<file path="src/rtl/ls_exec_unit_pkg.sv">
// Shared types and constants for the load/store execution stage.
// Opcodes keep loads below stores so a single compare separates them.
package ls_exec_unit_pkg;

  localparam int unsigned OPENUM_W = 3;
  localparam int unsigned ROB_ID_W = 4;
  localparam int unsigned DATA_W   = 32;
  localparam int unsigned ADDR_W   = 32;

  localparam logic [ROB_ID_W-1:0] ZERO_ROB  = '0;
  localparam logic [DATA_W-1:0]   ZERO_WORD = '0;
  localparam logic                TRUE      = 1'b1;
  localparam logic                FALSE     = 1'b0;

  typedef enum logic [OPENUM_W-1:0] {
    OpLb  = 3'd0,
    OpLh  = 3'd1,
    OpLw  = 3'd2,
    OpLbu = 3'd3,
    OpLhu = 3'd4,
    OpSb  = 3'd5,
    OpSh  = 3'd6,
    OpSw  = 3'd7
  } openum_e;

  typedef enum logic [0:0] {
    StIdle = 1'b0,
    StReq  = 1'b1
  } state_e;

  function automatic logic is_load(openum_e op);
    return op <= OpLhu;
  endfunction

  // Byte count presented to the memory controller.
  function automatic logic [2:0] op_size(openum_e op);
    logic [2:0] size;
    case (op)
      OpLb, OpLbu, OpSb: size = 3'd1;
      OpLh, OpLhu, OpSh: size = 3'd2;
      default:           size = 3'd4;
    endcase
    return size;
  endfunction

endpackage

</file>
<file path="src/rtl/ls_exec_unit_if.sv">
// Issue, memory-controller and LS CDB signals of the load/store execution stage.
// master is the execution unit's view; slave is the surrounding buffer/memory/ROB.
interface ls_exec_unit_if;
  import ls_exec_unit_pkg::*;

  logic                rdy;
  logic                ena_in;
  logic [OPENUM_W-1:0] openum_in;
  logic [ADDR_W-1:0]   addr_in;
  logic [DATA_W-1:0]   store_value_in;
  logic [ROB_ID_W-1:0] rob_id_in;
  logic                busy_out;
  logic                mem_ena_out;
  logic                mem_wr_out;
  logic [ADDR_W-1:0]   mem_addr_out;
  logic [2:0]          mem_size_out;
  logic [DATA_W-1:0]   mem_wdata_out;
  logic                mem_done_in;
  logic [DATA_W-1:0]   mem_rdata_in;
  logic                cdb_valid_out;
  logic [ROB_ID_W-1:0] cdb_rob_id_out;
  logic [DATA_W-1:0]   cdb_result_out;
  logic                flush_in;

  modport master (
    input  rdy, ena_in, openum_in, addr_in, store_value_in, rob_id_in,
    input  mem_done_in, mem_rdata_in, flush_in,
    output busy_out, mem_ena_out, mem_wr_out, mem_addr_out, mem_size_out, mem_wdata_out,
    output cdb_valid_out, cdb_rob_id_out, cdb_result_out
  );

  modport slave (
    output rdy, ena_in, openum_in, addr_in, store_value_in, rob_id_in,
    output mem_done_in, mem_rdata_in, flush_in,
    input  busy_out, mem_ena_out, mem_wr_out, mem_addr_out, mem_size_out, mem_wdata_out,
    input  cdb_valid_out, cdb_rob_id_out, cdb_result_out
  );

endinterface

</file>
<file path="src/rtl/ls_load_extender.sv">
// Combinational sign/zero extension of raw load data by opcode.
// Kept standalone so store-to-load forwarding can reuse it.
module ls_load_extender
  import ls_exec_unit_pkg::*;
(
  input  openum_e           i_op,
  input  logic [DATA_W-1:0] i_rdata,
  output logic [DATA_W-1:0] o_result
);

  always_comb begin
    o_result = i_rdata;
    case (i_op)
      OpLb:    o_result = {{(DATA_W - 8){i_rdata[7]}}, i_rdata[7:0]};
      OpLbu:   o_result = {{(DATA_W - 8){1'b0}}, i_rdata[7:0]};
      OpLh:    o_result = {{(DATA_W - 16){i_rdata[15]}}, i_rdata[15:0]};
      OpLhu:   o_result = {{(DATA_W - 16){1'b0}}, i_rdata[15:0]};
      default: o_result = i_rdata;
    endcase
  end

endmodule

</file>
<file path="src/rtl/ls_exec_unit.sv">
// Load/store execution stage: one outstanding memory request, load results on the LS CDB.
// Flushed loads still wait for the controller but their broadcast is dropped.
module ls_exec_unit
  import ls_exec_unit_pkg::*;
(
  input  logic           clk,
  input  logic           rst,
  ls_exec_unit_if.master bus
);

  state_e              r_state,        w_state_next;
  openum_e             r_op,           w_op_next;
  logic                r_discard,      w_discard_next;
  logic [ROB_ID_W-1:0] r_rob_id,       w_rob_id_next;
  logic                r_mem_ena,      w_mem_ena_next;
  logic                r_mem_wr,       w_mem_wr_next;
  logic [ADDR_W-1:0]   r_mem_addr,     w_mem_addr_next;
  logic [2:0]          r_mem_size,     w_mem_size_next;
  logic [DATA_W-1:0]   r_mem_wdata,    w_mem_wdata_next;
  logic                r_cdb_valid,    w_cdb_valid_next;
  logic [ROB_ID_W-1:0] r_cdb_rob_id,   w_cdb_rob_id_next;
  logic [DATA_W-1:0]   r_cdb_result,   w_cdb_result_next;

  openum_e             w_op_in;
  logic [DATA_W-1:0]   w_ext_result;

  assign w_op_in = openum_e'(bus.openum_in);

  ls_load_extender u_load_extender (
    .i_op     (r_op),
    .i_rdata  (bus.mem_rdata_in),
    .o_result (w_ext_result)
  );

  always_ff @(posedge clk) begin
    if (rst) begin
      r_state      <= StIdle;
      r_op         <= OpLb;
      r_discard    <= FALSE;
      r_rob_id     <= ZERO_ROB;
      r_mem_ena    <= FALSE;
      r_mem_wr     <= FALSE;
      r_mem_addr   <= '0;
      r_mem_size   <= 3'd0;
      r_mem_wdata  <= ZERO_WORD;
      r_cdb_valid  <= FALSE;
      r_cdb_rob_id <= ZERO_ROB;
      r_cdb_result <= ZERO_WORD;
    end else begin
      r_state      <= w_state_next;
      r_op         <= w_op_next;
      r_discard    <= w_discard_next;
      r_rob_id     <= w_rob_id_next;
      r_mem_ena    <= w_mem_ena_next;
      r_mem_wr     <= w_mem_wr_next;
      r_mem_addr   <= w_mem_addr_next;
      r_mem_size   <= w_mem_size_next;
      r_mem_wdata  <= w_mem_wdata_next;
      r_cdb_valid  <= w_cdb_valid_next;
      r_cdb_rob_id <= w_cdb_rob_id_next;
      r_cdb_result <= w_cdb_result_next;
    end
  end

  always_comb begin
    w_state_next      = r_state;
    w_op_next         = r_op;
    w_discard_next    = r_discard;
    w_rob_id_next     = r_rob_id;
    w_mem_ena_next    = r_mem_ena;
    w_mem_wr_next     = r_mem_wr;
    w_mem_addr_next   = r_mem_addr;
    w_mem_size_next   = r_mem_size;
    w_mem_wdata_next  = r_mem_wdata;
    w_cdb_valid_next  = r_cdb_valid;
    w_cdb_rob_id_next = r_cdb_rob_id;
    w_cdb_result_next = r_cdb_result;

    // With rdy low everything holds, including a pending CDB pulse.
    if (bus.rdy) begin
      w_cdb_valid_next = FALSE;
      case (r_state)
        StIdle: begin
          // A load issued under flush belongs to the squashed path.
          if (bus.ena_in && !(bus.flush_in && is_load(w_op_in))) begin
            w_state_next     = StReq;
            w_op_next        = w_op_in;
            w_rob_id_next    = bus.rob_id_in;
            w_mem_ena_next   = TRUE;
            w_mem_wr_next    = !is_load(w_op_in);
            w_mem_addr_next  = bus.addr_in;
            w_mem_size_next  = op_size(w_op_in);
            w_mem_wdata_next = bus.store_value_in;
          end
        end
        StReq: begin
          if (bus.flush_in && is_load(r_op)) begin
            w_discard_next = TRUE;
          end
          if (bus.mem_done_in) begin
            w_state_next   = StIdle;
            w_mem_ena_next = FALSE;
            w_discard_next = FALSE;
            // A flush coinciding with completion also kills the broadcast.
            if (is_load(r_op) && !r_discard && !bus.flush_in) begin
              w_cdb_valid_next  = TRUE;
              w_cdb_rob_id_next = r_rob_id;
              w_cdb_result_next = w_ext_result;
            end
          end
        end
        default: w_state_next = StIdle;
      endcase
    end
  end

  assign bus.busy_out       = (r_state != StIdle) || bus.ena_in;
  assign bus.mem_ena_out    = r_mem_ena;
  assign bus.mem_wr_out     = r_mem_wr;
  assign bus.mem_addr_out   = r_mem_addr;
  assign bus.mem_size_out   = r_mem_size;
  assign bus.mem_wdata_out  = r_mem_wdata;
  assign bus.cdb_valid_out  = r_cdb_valid;
  assign bus.cdb_rob_id_out = r_cdb_rob_id;
  assign bus.cdb_result_out = r_cdb_result;

endmodule

</file>
<file path="src/flat_wrapper.sv">
// flat-port wrapper written by rule: the top's interface ports become plain ports
module ls_exec_unit_flat import ls_exec_unit_pkg::*;
  (clk, rst, bus_rdy, bus_ena_in, bus_openum_in, bus_addr_in, bus_store_value_in, bus_rob_id_in, bus_mem_done_in, bus_mem_rdata_in, bus_flush_in, bus_busy_out, bus_mem_ena_out, bus_mem_wr_out, bus_mem_addr_out, bus_mem_size_out, bus_mem_wdata_out, bus_cdb_valid_out, bus_cdb_rob_id_out, bus_cdb_result_out);
  ls_exec_unit_if bus_i ();
  input  logic clk;
  input  logic rst;
  input wire logic [$bits(bus_i.rdy)-1:0] bus_rdy;
  input wire logic [$bits(bus_i.ena_in)-1:0] bus_ena_in;
  input wire logic [$bits(bus_i.openum_in)-1:0] bus_openum_in;
  input wire logic [$bits(bus_i.addr_in)-1:0] bus_addr_in;
  input wire logic [$bits(bus_i.store_value_in)-1:0] bus_store_value_in;
  input wire logic [$bits(bus_i.rob_id_in)-1:0] bus_rob_id_in;
  input wire logic [$bits(bus_i.mem_done_in)-1:0] bus_mem_done_in;
  input wire logic [$bits(bus_i.mem_rdata_in)-1:0] bus_mem_rdata_in;
  input wire logic [$bits(bus_i.flush_in)-1:0] bus_flush_in;
  output wire logic [$bits(bus_i.busy_out)-1:0] bus_busy_out;
  output wire logic [$bits(bus_i.mem_ena_out)-1:0] bus_mem_ena_out;
  output wire logic [$bits(bus_i.mem_wr_out)-1:0] bus_mem_wr_out;
  output wire logic [$bits(bus_i.mem_addr_out)-1:0] bus_mem_addr_out;
  output wire logic [$bits(bus_i.mem_size_out)-1:0] bus_mem_size_out;
  output wire logic [$bits(bus_i.mem_wdata_out)-1:0] bus_mem_wdata_out;
  output wire logic [$bits(bus_i.cdb_valid_out)-1:0] bus_cdb_valid_out;
  output wire logic [$bits(bus_i.cdb_rob_id_out)-1:0] bus_cdb_rob_id_out;
  output wire logic [$bits(bus_i.cdb_result_out)-1:0] bus_cdb_result_out;
  assign bus_i.rdy = bus_rdy;
  assign bus_i.ena_in = bus_ena_in;
  assign bus_i.openum_in = bus_openum_in;
  assign bus_i.addr_in = bus_addr_in;
  assign bus_i.store_value_in = bus_store_value_in;
  assign bus_i.rob_id_in = bus_rob_id_in;
  assign bus_i.mem_done_in = bus_mem_done_in;
  assign bus_i.mem_rdata_in = bus_mem_rdata_in;
  assign bus_i.flush_in = bus_flush_in;
  assign bus_busy_out = bus_i.busy_out;
  assign bus_mem_ena_out = bus_i.mem_ena_out;
  assign bus_mem_wr_out = bus_i.mem_wr_out;
  assign bus_mem_addr_out = bus_i.mem_addr_out;
  assign bus_mem_size_out = bus_i.mem_size_out;
  assign bus_mem_wdata_out = bus_i.mem_wdata_out;
  assign bus_cdb_valid_out = bus_i.cdb_valid_out;
  assign bus_cdb_rob_id_out = bus_i.cdb_rob_id_out;
  assign bus_cdb_result_out = bus_i.cdb_result_out;
  ls_exec_unit u_core (.clk(clk), .rst(rst), .bus(bus_i));
endmodule
</file>
<file path="config.mk">
export PLATFORM = sky130hd
export DESIGN_NAME = ls_exec_unit_flat
export DESIGN_NICKNAME = d
export VERILOG_FILES = /design/src/rtl/ls_exec_unit_pkg.sv /design/src/rtl/ls_exec_unit_if.sv /design/src/rtl/ls_load_extender.sv /design/src/rtl/ls_exec_unit.sv /design/src/flat_wrapper.sv
export SDC_FILE = /design/constraint.sdc
export NUM_CORES = 1
export LEC_CHECK = 0
export CELL_PAD_IN_SITES_DETAIL_PLACEMENT = 1
export CELL_PAD_IN_SITES_GLOBAL_PLACEMENT = 2
export CORE_ASPECT_RATIO = 0.9
export CORE_MARGIN = 4
export CORE_UTILIZATION = 23
export CTS_CLUSTER_DIAMETER = 120
export DETAILED_ROUTE_END_ITERATION = 10
export GPL_TIMING_DRIVEN = 0
export PLACE_DENSITY_LB_ADDON = 0.3
export SLEW_MARGIN = 30
export SYNTH_ARGS = -nofsm -noshare
export SYNTH_HDL_FRONTEND = slang
export SYNTH_SLANG_ARGS = --single-unit
</file>
<file path="constraint.sdc">
create_clock -name clk -period 1.5 [get_ports clk]
set_clock_uncertainty 0.1 [all_clocks]
set_input_delay 0.3 -clock clk [delete_from_list [all_inputs] [get_ports clk]]
set_output_delay 0.3 -clock clk [all_outputs]
set_load 0.01 [all_outputs]
</file>
==> impl_metrics.env <==
export IMPL_status="finished, violations left"
export IMPL_violations="setup timing"
export IMPL_place_hpwl_mm=14.47
export IMPL_startpoint="u_core.r_state"
export IMPL_rows=52
export IMPL_grt_total_usage=0.1571
export IMPL_ys_ff_latch=115
export IMPL_max_clock_freq_mhz=586.5
export IMPL_combPwrFrac=0.153
export IMPL_drtPass1Iterations=4
export IMPL_critical_path_slowest_cell="dfxtp_2"
export IMPL_design_area_sq_um=9480
export IMPL_cp_data_arrival_time_ns=1.95
export IMPL_syn_num_nets=645
export IMPL_path_class="flip-flop to flip-flop"
export IMPL_place_area_sq_um=7849
export IMPL_final_layout_size_suffix_gt1_frac=0.2080
export IMPL_finalSetupTns_ns=-13.43
export IMPL_cts_buffer_depth=2
export IMPL_crit_chain="buf_6 -> nand3b_1 -> a21oi_4 -> clkbuf_16 -> clkbuf_16 -> mux2i_1"
export IMPL_grt_ovfl_total=0
export IMPL_period_needed_ns=1.705
export IMPL_dieArea_sq_um=25730
export IMPL_cts_sinks=115
export IMPL_ant_nets=0
export IMPL_globalplace_congestion=0.7493
export IMPL_cp_required_ns=1.75
export IMPL_finalSetupViolCount=108
export IMPL_port_buffers=213
export IMPL_vdd_drop_max_mv=0.5090
export IMPL_rsz0062_at_grt="yes"
export IMPL_grt_pass1_wl_mm=32.11
export IMPL_whs_ns=0.1509
export IMPL_clockRootBuffer="clkbuf_16"
export IMPL_clock_latency_ns=0.41
export IMPL_grt_pass1_vias=5631
export IMPL_io_pin_count=216
export IMPL_drcViolationCount=0
export IMPL_slowest_delay_ns=0.33
export IMPL_synth_warning_count=0
export IMPL_viasPerCell=4.478
export IMPL_power_density_nw_per_um2=973.2
export IMPL_critPathMostFrequentCell="clkbuf_16"
export IMPL_path_clk_slew_ns=0.06
export IMPL_yosysSeqAreaShare=0.4310
export IMPL_drtIter0Drc=164
export IMPL_finalHoldViolations=0
export IMPL_p_sw_mw=2.278
export IMPL_cts_buffers=17
export IMPL_timing_rr_start="u_core.r_state"
export IMPL_critPathCaptureType="flip-flop"
export IMPL_drv_cap=0
export IMPL_core_area_sq_um=22640
export IMPL_internal_power_mw=6.948
export IMPL_leakage_nw=3.813
export IMPL_synthesis_area_sq_um=5341
export IMPL_chipWidth_um=168.6
export IMPL_cts_tree="done"
export IMPL_power_mw=9.226
export IMPL_nets=918
export IMPL_hold_class="input pin to flip-flop"
export IMPL_antenna_cells=0
export IMPL_p_sw_frac=0.2469
export IMPL_holdBufCountCts=0
export IMPL_ys_types=40
export IMPL_tightestPinTransition_ns=0.4770
export IMPL_syn_inst=536
export IMPL_setup_slack_ns=-0.2051
export IMPL_syn_to_final_growth_pct=77.49
export IMPL_cp_start_kind="flip-flop"
export IMPL_die_h_um=152.6
export IMPL_start_util=0.2359
export IMPL_synth_area_per_cell_sq_um=9.965
export IMPL_num_vias=5011
export IMPL_seq_power_share=0.350
export IMPL_drv_slew=0
export IMPL_grt_antenna_before_repair=1
export IMPL_wl_per_cell_um=18.80
export IMPL_wirelength_mm=21.04
export IMPL_placedCellCount=1046
export IMPL_slew_headroom=0.6780
export IMPL_clkPwrFrac=0.497
export IMPL_period_share=1.137
export IMPL_instances_no_fill=1119
export IMPL_grt_max_degree=17
export IMPL_critPathMaxFanout=5
export IMPL_min_delay_start="bus_openum_in[0]"
export IMPL_h_tree_depth=4
-- sequential cells by signal (all words and copies together) (netlist names) --
| name | count |
|---|---|
| u_core.bus.cdb_result_out | 32 |
| u_core.bus.cdb_rob_id_out | 4 |
| u_core.r_rob_id | 4 |
| u_core.bus.mem_size_out | 3 |
| u_core.bus.cdb_valid_out | 1 |
| u_core.r_state | 1 |
| u_core.bus.mem_wdata_out | 32 |
| u_core.bus.mem_wr_out | 1 |
| u_core.r_op | 3 |
| u_core.bus.mem_ena_out | 1 |
| u_core.bus.mem_addr_out | 32 |
| u_core.r_discard | 1 |
-- power groups by stage --
stage               clock network, mW  registers [mW]  logic [mW]
finish                           4.59            3.23        1.41
global route                     4.87            3.24        1.51
CTS                              4.70            3.22        1.29
detailed placement                  0            3.29        1.18
global placement                    0            3.29        1.16
floorplan                           0            3.33       0.489
-- metrics by stage --
stage	utilization	worst slack (ns)
2_1_floorplan	-	-0.06451
3_3_place_gp	0.3467	-0.9384
3_5_place_dp	0.3467	-1.003
4_1_cts	0.3996	-0.2702
5_1_grt	0.4187	-0.2908
6_report	0.4187	-0.2051
-- synthesized netlist by cell type (all sizes together) --
cell type,number,area share
nor3b,1,0.0014
nor4b,1,0.0045
or2,1,0.0012
nor3,1,0.00094
a21oi,13,0.012
nand3b,2,0.0028
or3,1,0.0012
nand3,1,0.00094
o311ai,1,0.0016
a41oi,1,0.0016
nor4bb,1,0.0047
a311oi,24,0.051
a211oi,1,0.0014
and3,1,0.0012
a31oi,25,0.029
nand2,19,0.013
xor2,1,0.0016
o21a,1,0.0014
and3b,1,0.0016
nor2b,7,0.0082
buf,27,0.040
mux2,2,0.0042
dfxtp,115,0.43
mux2i,83,0.16
a21o,1,0.0014
clkbuf,23,0.016
a2111oi,1,0.0016
inv,3,0.0021
a221oi,1,0.0016
nand2b,161,0.19
o21ai,14,0.014
o211ai,1,0.0014
-- critical path, delay by kind of cell (launching register included) --
kind                   cells  cell delay, ns
buffers and inverters      3            0.49
AOI/OAI and AO/OA          1            0.29
DFF                        1            0.33
and+or+nand+nor            1            0.22
muxes                      1            0.20
-- area by class of cell --
cell class              count  area, sq um
clock inverters            14        225.2
fillers                  2510        13160
well taps                 297        371.6
inverters                   3        11.26
flip-flops and latches    115         2308
plain buffers              43        451.7
clock buffers              18        429.2
repair buffers            261         2670
multi-input cells         368         3013
-- layout by cell type, fill, tap and decap left out, drive strengths merged, types with 2 or more instances in the layout --
cell type / n
bufinv: 5
dfxtp: 115
nand2b: 161
clkdlybuf4s15: 17
clkinvlp: 3
clkinv: 3
mux2i: 83
inv: 6
o21ai: 14
nand3b: 2
a31oi: 25
clkdlybuf4s50: 101
nor2b: 7
clkbuf: 52
nand2: 19
mux2: 2
a21oi: 13
dlygate4sd2: 82
a311oi: 24
buf: 65
dlymetal6s2s: 5
-- kinds of logic (layout without fill, tap and decap cells) --
logic type                Yosys count  in the layout  synth area share
DFF                               115            115            0.4310
AOI/OAI and AO/OA                  84             84            0.1185
muxes                              85             85            0.1598
and+or+nand+nor                   198            198            0.2305
xor gates and xnor gates            1              1          0.001640
buffers and inverters              53            339           0.05856
-- per-layer routing --
layer / routed length, um / share of wire / vias to the layer above / track usage
met5: 7 / 0.00033 / - / 0
met4: 408 / 0.019 / 2 / 0.05526
met3: 996 / 0.047 / 29 / 0.03839
met2: 10590 / 0.50 / 126 / 0.2638
met1: 9035 / 0.43 / 2458 / 0.1963
li1: - / - / 2396 / -
-- worst paths after layout --
path | depth (start not counted) | slack (ns) | end
hold / removal | 3 | 0.15 | u_core.r_op[0]
setup / recovery | 6 | -0.21 | u_core.bus.mem_addr_out[18]
hold reg to reg | 2 | 0.37 | u_core.bus.mem_size_out[1]
setup reg to reg | 6 | -0.21 | u_core.bus.mem_addr_out[18]
-- timing repair --
action	4_1_cts	5_1_grt
hold endpoints to repair	0	0
pin swaps	21	28
endpoints found under the setup margin	222	134
setup buffers	29	14
resized for setup	190	106
cloned	6	8
Note: power is estimated with default switching activity, not from simulation.
